$ cat src/rtl/fpu_mul_result_collector.sv
// Buffers bsg_fpu_mul products + flags in a FIFO, serves them valid/ready.
// In: v_i/z_i/flags, ready_i, clr_flags_i. Out: yumi_o, v_o/z_o/exc_o, fflags_o, count_o, result_cnt_o.
module fpu_mul_result_collector #(
  parameter int e_p   = 8,
  parameter int m_p   = 23,
  parameter int els_p = 4
) (
  input  logic                     clk_i,
  input  logic                     reset_n_i,
  input  logic                     v_i,
  input  logic [e_p+m_p:0]         z_i,
  input  logic                     unimplemented_i,
  input  logic                     invalid_i,
  input  logic                     overflow_i,
  input  logic                     underflow_i,
  output logic                     yumi_o,
  output logic                     v_o,
  output logic [e_p+m_p:0]         z_o,
  output logic [3:0]               exc_o,
  input  logic                     ready_i,
  input  logic                     clr_flags_i,
  output logic [3:0]               fflags_o,
  output logic [$clog2(els_p):0]   count_o,
  output logic [31:0]              result_cnt_o
);

  localparam int W     = e_p + m_p + 1;
  localparam int PTR_W = $clog2(els_p);
  localparam int CNT_W = PTR_W + 1;

  logic [W+3:0]       mem [els_p];
  logic [PTR_W-1:0]   wr_ptr;
  logic [PTR_W-1:0]   rd_ptr;
  logic [CNT_W-1:0]   count;
  logic [3:0]         fflags;
  logic [31:0]        result_cnt;
  logic [3:0]         flags_in;
  logic               full;
  logic               push;
  logic               pop;

  assign flags_in = {unimplemented_i, invalid_i,
                     overflow_i, underflow_i};

  // full comes from registered state only, so
  // accept never depends on the consumer.
  assign full   = (count == CNT_W'(els_p));
  assign push   = v_i & ~full;
  assign pop    = (count != '0) & ready_i;
  assign yumi_o = push;

  assign v_o          = (count != '0);
  assign z_o          = mem[rd_ptr][W-1:0];
  assign exc_o        = mem[rd_ptr][W+3:W];
  assign fflags_o     = fflags;
  assign count_o      = count;
  assign result_cnt_o = result_cnt;

  always_ff @(posedge clk_i or negedge reset_n_i) begin
    if (!reset_n_i) begin
      for (int i = 0; i < els_p; i++) begin
        mem[i] <= '0;
      end
    end else if (push) begin
      mem[wr_ptr] <= {flags_in, z_i};
    end
  end

  always_ff @(posedge clk_i or negedge reset_n_i) begin
    if (!reset_n_i) begin
      wr_ptr <= '0;
      rd_ptr <= '0;
    end else begin
      if (push) wr_ptr <= wr_ptr + PTR_W'(1);
      if (pop)  rd_ptr <= rd_ptr + PTR_W'(1);
    end
  end

  always_ff @(posedge clk_i or negedge reset_n_i) begin
    if (!reset_n_i) begin
      count <= '0;
    end else begin
      case ({push, pop})
        2'b10:   count <= count + CNT_W'(1);
        2'b01:   count <= count - CNT_W'(1);
        default: count <= count;
      endcase
    end
  end

  // A flag accepted in the same cycle as a clear
  // survives the clear.
  always_ff @(posedge clk_i or negedge reset_n_i) begin
    if (!reset_n_i) begin
      fflags     <= '0;
      result_cnt <= '0;
    end else begin
      fflags <= (clr_flags_i ? 4'b0 : fflags)
              | (push ? flags_in : 4'b0);
      if (push) result_cnt <= result_cnt + 32'd1;
    end
  end

endmodule

$ cat config.mk
export PLATFORM = sky130hd
export DESIGN_NAME = fpu_mul_result_collector
export DESIGN_NICKNAME = d
export VERILOG_FILES = /design/src/rtl/fpu_mul_result_collector.sv
export SDC_FILE = /design/constraint.sdc
export NUM_CORES = 1
export LEC_CHECK = 0
export BUFFER_PORTS_ARGS = -buffer_cell sky130_fd_sc_hd__buf_4
export CORE_ASPECT_RATIO = 1.5
export CORE_MARGIN = 2
export CORE_UTILIZATION = 55
export CTS_BUF_LIST = sky130_fd_sc_hd__clkbuf_8 sky130_fd_sc_hd__clkbuf_16
export CTS_CLUSTER_SIZE = 28
export DETAILED_ROUTE_END_ITERATION = 16
export GPL_TIMING_DRIVEN = 0
export PLACE_DENSITY_LB_ADDON = 0.2
export SLEW_MARGIN = 20
export SYNTH_ARGS = -nofsm -noshare
export SYNTH_HDL_FRONTEND = slang
export SYNTH_SLANG_ARGS = --single-unit
$ cat constraint.sdc
create_clock -name clk_i -period 4.4 [get_ports clk_i]
set_input_delay 0.44 -clock clk_i [delete_from_list [all_inputs] [get_ports clk_i]]
set_output_delay 0.44 -clock clk_i [all_outputs]
set_load 0.005 [all_outputs]
# After elaboration in Yosys (flattened, before gate mapping)
# Cells that the tools add are included.
[op_classes]
n_bitwise = 6
n_reduce_logical = 3
eq_ne = 3
muxes = 9
order_cmp = 3
add_sub_neg = 5
[op_table]
columns = ["operator", "count"]
rows = [
  ["bitwise mux 144 bit", 1],
  ["2-to-1 mux 36 bit", 3],
  ["binary-select mux 36 bit (select 2 bit)", 1],
  ["demux 36 bit (select 2 bit)", 1],
  ["adder 32 x 1 -> 32 bit, second input constant", 1],
  ["2-to-1 mux 4 bit", 2],
  [">= comparator 3 bit, second input constant", 2],
  ["inverter 2 -> 3 bit", 2],
  ["case mux 3 bit (2 select lines)", 1],
  ["adder 2 x 1 -> 2 bit, second input constant", 2],
  ["OR 4 bit", 1],
  ["adder 3 x 1 -> 3 bit, second input constant", 1],
  ["== test 3 bit, second input constant", 1],
  ["< comparator 3 x 1 -> 1 bit, second input constant", 1],
  ["nonzero test 3 bit", 1],
  ["subtractor 3 x 1 -> 3 bit, second input constant", 1],
  ["bitwise AND 1 bit", 2],
  ["== test 2 x 1 -> 1 bit, second input constant", 1],
  ["== test 2 bit, second input constant", 1],
  ["nonzero test 2 bit", 1],
  ["logical AND 1 bit", 1],
  ["inverter 1 bit", 1],
]
[word_totals]
elab_cells = 38
ff_bits = 187

# Depth between registers and ports, before layout
[depth]
depth_word = 6
depth_mapped = 8

# Worst setup path after synthesis
# No wires, ideal clock.
[synth_timing]
kind = "reg2reg"
start = "register count[0], in the netlist count_o[0]"
end = "register count[2], in the netlist count_o[2]"
path_stages_with_launch = 9
arrival_time_ns = 1.895
t_required_ns = 4.321
path_buffers = 0
setup_time_ns = 0.079
slack_ns = 2.425
cell_sequence = "dfrtp_1 -> or3b_1 -> nand2_1 -> ha_1 -> inv_1 -> fa_1 -> xor2_1 -> nor2_1 -> xor2_1"
[synth_between]
elab_chain_cells = 5
word_cells_on_any_way = 11
classes_between = "add/sub: 2; eq/ne: 3; mux: 1; bitwise: 3; reduce/logical: 2"
[synth_lines]
columns = ["element", "line", "rtl"]
rows = [
  ["from (decl)", "34", "logic [CNT_W-1:0] count;"],
  ["from (signal assigned)", "84", "2'b10: count <= count + CNT_W'(1);"],
  ["from (signal assigned)", "85", "2'b01: count <= count - CNT_W'(1);"],
  ["from (signal assigned)", "86", "default: count <= count;"],
  ["== test 3 bit", "47", "assign full = (count == CNT_W'(els_p));"],
  ["inverter 1 bit", "48", "assign push = v_i & ~full;"],
  ["bitwise AND 1 bit", "48", ""],
  ["== test 2 x 1 -> 1 bit or == test 2 bit (tied branches)", "83", "case ({push, pop})"],
  ["case mux 3 bit (2 select lines) or nonzero test 2 bit (tied branches)", "--", ""],
]
# Parallel ways exist; a longest one is shown, timed or not.
# A chain may end at the register's enable or synchronous reset.

# Final worst setup path
[layout_timing]
start = "register rd_ptr[1]"
end = "output port z_o[6]"
[layout_between]
elab_chain_cells = 4
[layout_lines]
columns = ["element", "line", "rtl"]
rows = [
  ["from (decl)", "33", "logic [PTR_W-1:0] rd_ptr;"],
  ["from (signal assigned)", "75", "if (pop) rd_ptr <= rd_ptr + PTR_W'(1);"],
  ["inverter 2 -> 3 bit (not written as such)", "53", "assign z_o = mem[rd_ptr][W-1:0];"],
  ["binary-select mux 36 bit (select 2 bit)", "53", ""],
  ["2-to-1 mux 36 bit (2 in a row)", "--", ""],
  ["to (decl)", "18", "output logic [e_p+m_p:0] z_o,"],
]
# No other way between the ends. The select of a mux whose other input is x is not followed.

==> summary.md <==
| Metric | Value |
|---|---|
| Synth Area in Compound Gates | `0.00302` |
| Setup TNS | `0 ns` |
| Required @ worst endpoint | `3.96 ns` |
| Largest net degree at the start of global routing | `112` |
| Mux contribution to synthesized area | `0.295` |
| Antenna diodes | `0` |
| Period utilization | `0.640` |
| Ports | `118` |
| Critical Path AT | `2.38 ns` |
| Syn nets | `586` |
| Synth warn | `0` |
| Cell Chain, Critical Path | `clkbuf_1, buf_1, mux4_2, buf_4` |
| Post-Route WL | `16700 um` |
| Initial Utilization | `0.555` |
| Most frequent cells in the layout | `dfrtp_1, mux2_2, buf_4` |
| Status | `finished, violations left` |
| Buf/Inv on CP | `3` |
| Mapped Cells | `~540` |
| Final Max Slew Viols | `0` |
| Setup bufs post-CTS | `0` |
| Filler instances | `approximately 1.1k` |
| Final ANT Viol Nets | `0` |
| Clk buf depth | `2` |
| Global-route wire length before repair | `28300 um` |
| CTS Sinks | `187` |
| Initial DRC count | `140` |
| Hold Buf Count CTS | `0` |
| Final setup violation count | `0` |
| FP Rows | `55` |
| Synth top area cells | `dfrtp_1, mux2_2, mux4_2` |
| Post-Syn Area | `slightly above 8000 um2` |
| Num CTS Buffers | `17` |
| Worst R2R Setup Slack | `~2.2 ns` |
| Core area | `14900 um2` |
| Tot GR Track Use | `0.225` |
| TritonCTS clock tree | `done` |
| Largest family of logic cells by synthesized area | `multiplexers` |
| Simple-Gate Fraction of Synth Area | `0.0643` |
| Crit-path max cell delay | `0.60 ns` |
| H-Tree Depth | `4` |
| WL/cell | `18.9 um` |
| Xor/xnor share of the synthesized area | `0.0391` |
| Post-synthesis sequential area ratio | `0.564` |
| Vias | `4899` |
| Failing checks | `negative hold slack` |
| DRT Pass-1 Iters | `4` |
| WHS | `-0.00468 ns` |
| Worst r2r src | `count_o[1]` |
| Endpoints failing hold | `2` |
| Die Ht | `between 150 and 200 um` |
| Vias in the first global route | `5537` |
| Number of synthesized register bits | `187` |
| Post-Syn Area per Cell | `15.4 um2` |
| Crit Path Category | `register to output pin` |
| Die ar. | `16100 um2` |
| Clock Skew | `roughly 0.014 ns` |
| Die X | `104 um` |
| Reg area | `4680 um2` |
| Initial antenna violation count | `0` |
| Clock Latency Late Sink | `0.43 ns` |
| Critical Path End Type | `output pin` |
| Crit Path Max Fanout | `10` |
| Via-to-Cell Ratio | `roughly 5.5` |
| Grt ovf | `0` |
| Yosys cell types | `38` |
| Crit start category | `register` |
| Worst Reg2Reg Path Length in Cells | `6` |
| Largest area contributor in the netlist | `dfrtp_1` |
| CP top delay family | `buffers and inverters` |
| Power per cell area | `719 nW/um2` |
| HPWL Detailed | `11600 um` |
| Commonest non-fill, non-tap cell in the layout | `dfrtp_1` |
| Synthesis-to-layout area growth | `20.9%` |
| Share of layout cells above drive strength 1 | `0.537` |
| Worst r2r dst | `mem[72]` |
| # port buffers | `117` |
| Post-Synth Adder-Cell Area | `0.0115` |
| Highest Clock Rate | `355 MHz` |
| Worst-Margin Slew | `0.943 ns` |
| Max-cap check violation count | `0` |
| Leakage | `4.53 nW` |
| Post-route minimum period | `2.82 ns` |
| Nets | `723` |
| Multi-input gate area | `3420 um2` |
| Unrepaired setup endpoints after global routing | `false` |
| Worst path slowest cell | `buf_1` |
| CTS clk-pin slew, worst paths | `0.07 ns` |
| Drt drc | `0` |
| Post-cts resize count | `0` |
| Post-synth top area share | `0.564` |
| Root Buffer | `clkbuf_16` |
| Min-Delay Path Class | `input pin to async pin` |
| Gpl congestion | `0.791` |
| Relative slew slack | `0.371` |
| VDD IR-drop max | `about 0.32 mV` |
layout make-up:
cell class | instances | share of cell area
buffer | 25 | 0.0139
timing repair buffer | 118 | 0.0912
clock buffer | 19 | 0.0452
inverter | 14 | 0.00524
clock inverter | 12 | 0.0114
multi-input combinational | 312 | 0.341
tap | 199 | 0.0249
sequential | 187 | 0.467
metrics by stage:
stage / power, W / instance area [um2] / worst slack, ns / util / std cells
3_3_place_gp: 0.00561 / 9420 / 1.89 / 0.631 / 854
2_1_floorplan: 0.00463 / 8290 / 2.43 / - / 538
5_1_grt: 0.00764 / 10000 / 1.41 / 0.671 / 886
3_5_place_dp: 0.00580 / 9450 / 1.95 / 0.633 / 855
4_1_cts: 0.00730 / 10000 / 1.50 / 0.671 / 886
6_report: 0.00720 / 10000 / 1.58 / 0.671 / 886
registers in the layout (all words and copies together), names as in the netlist:
signal        count
mem             144
result_cnt_o     32
fflags_o          4
count_o           3
rd_ptr            2
wr_ptr            2
synth_stat cells:
cell,count
xnor2_1,15
nor2_1,7
nor4_4,1
inv_1,13
buf_1,2
buf_6,1
or4_1,1
and3_1,1
nor4_1,2
or4_4,2
nor3b_1,1
buf_2,17
dfrtp_1,187
nand4_1,8
mux2i_1,1
nand3_1,7
nor3_1,5
nor4_2,3
mux2_2,144
and2_1,1
nand3_2,1
or2_2,1
nor3_4,1
nand2_1,21
xor2_1,22
or3b_1,1
and4_1,4
clkbuf_1,4
nor3_2,7
buf_12,1
nand4_2,1
mux4_2,36
nand2_2,4
or3_1,2
ha_1,6
fa_1,1
inv_2,1
o21ai_0,5
cell families after synthesis:
kind of cell | after synthesis
XOR/XNOR | 37
adder cells (fa/ha/maj) | 7
flip-flops | 187
AO/OA/AOI/OAI | 5
buffers and inverters | 39
multiplexers | 181
AND/OR/NAND/NOR | 82
worst max-delay path by stage:
stage | startpoint | endpoint | slack (ns) | depth (start not counted)
3_5_place_dp | rd_ptr[1] | z_o[6] | 1.95 | 4
6_report | rd_ptr[1] | z_o[6] | 1.58 | 4
3_3_place_gp | reset_n_i | mem[31] | 1.89 | 1
5_1_grt | rd_ptr[1] | z_o[6] | 1.41 | 4
4_1_cts | rd_ptr[1] | z_o[6] | 1.50 | 4
2_1_floorplan | count_o[0] | count_o[2] | 2.43 | 8
per-layer routing:
metal  part of all wire  track usage
met3              0.030       0.0447
met2               0.56        0.411
met4             0.0087       0.0618
met1               0.40        0.270
met5                  0            0
report_power, final:
part / internal (W) / switching [W] / total, W
Sequential: 0.00247 / 0.000407 / 0.00288
Combinational: 0.00178 / 0.00107 / 0.00285
Clock: 0.000812 / 0.000659 / 0.00147
Total: 0.00507 / 0.00213 / 0.00720
(Power assumes the default switching activity.)
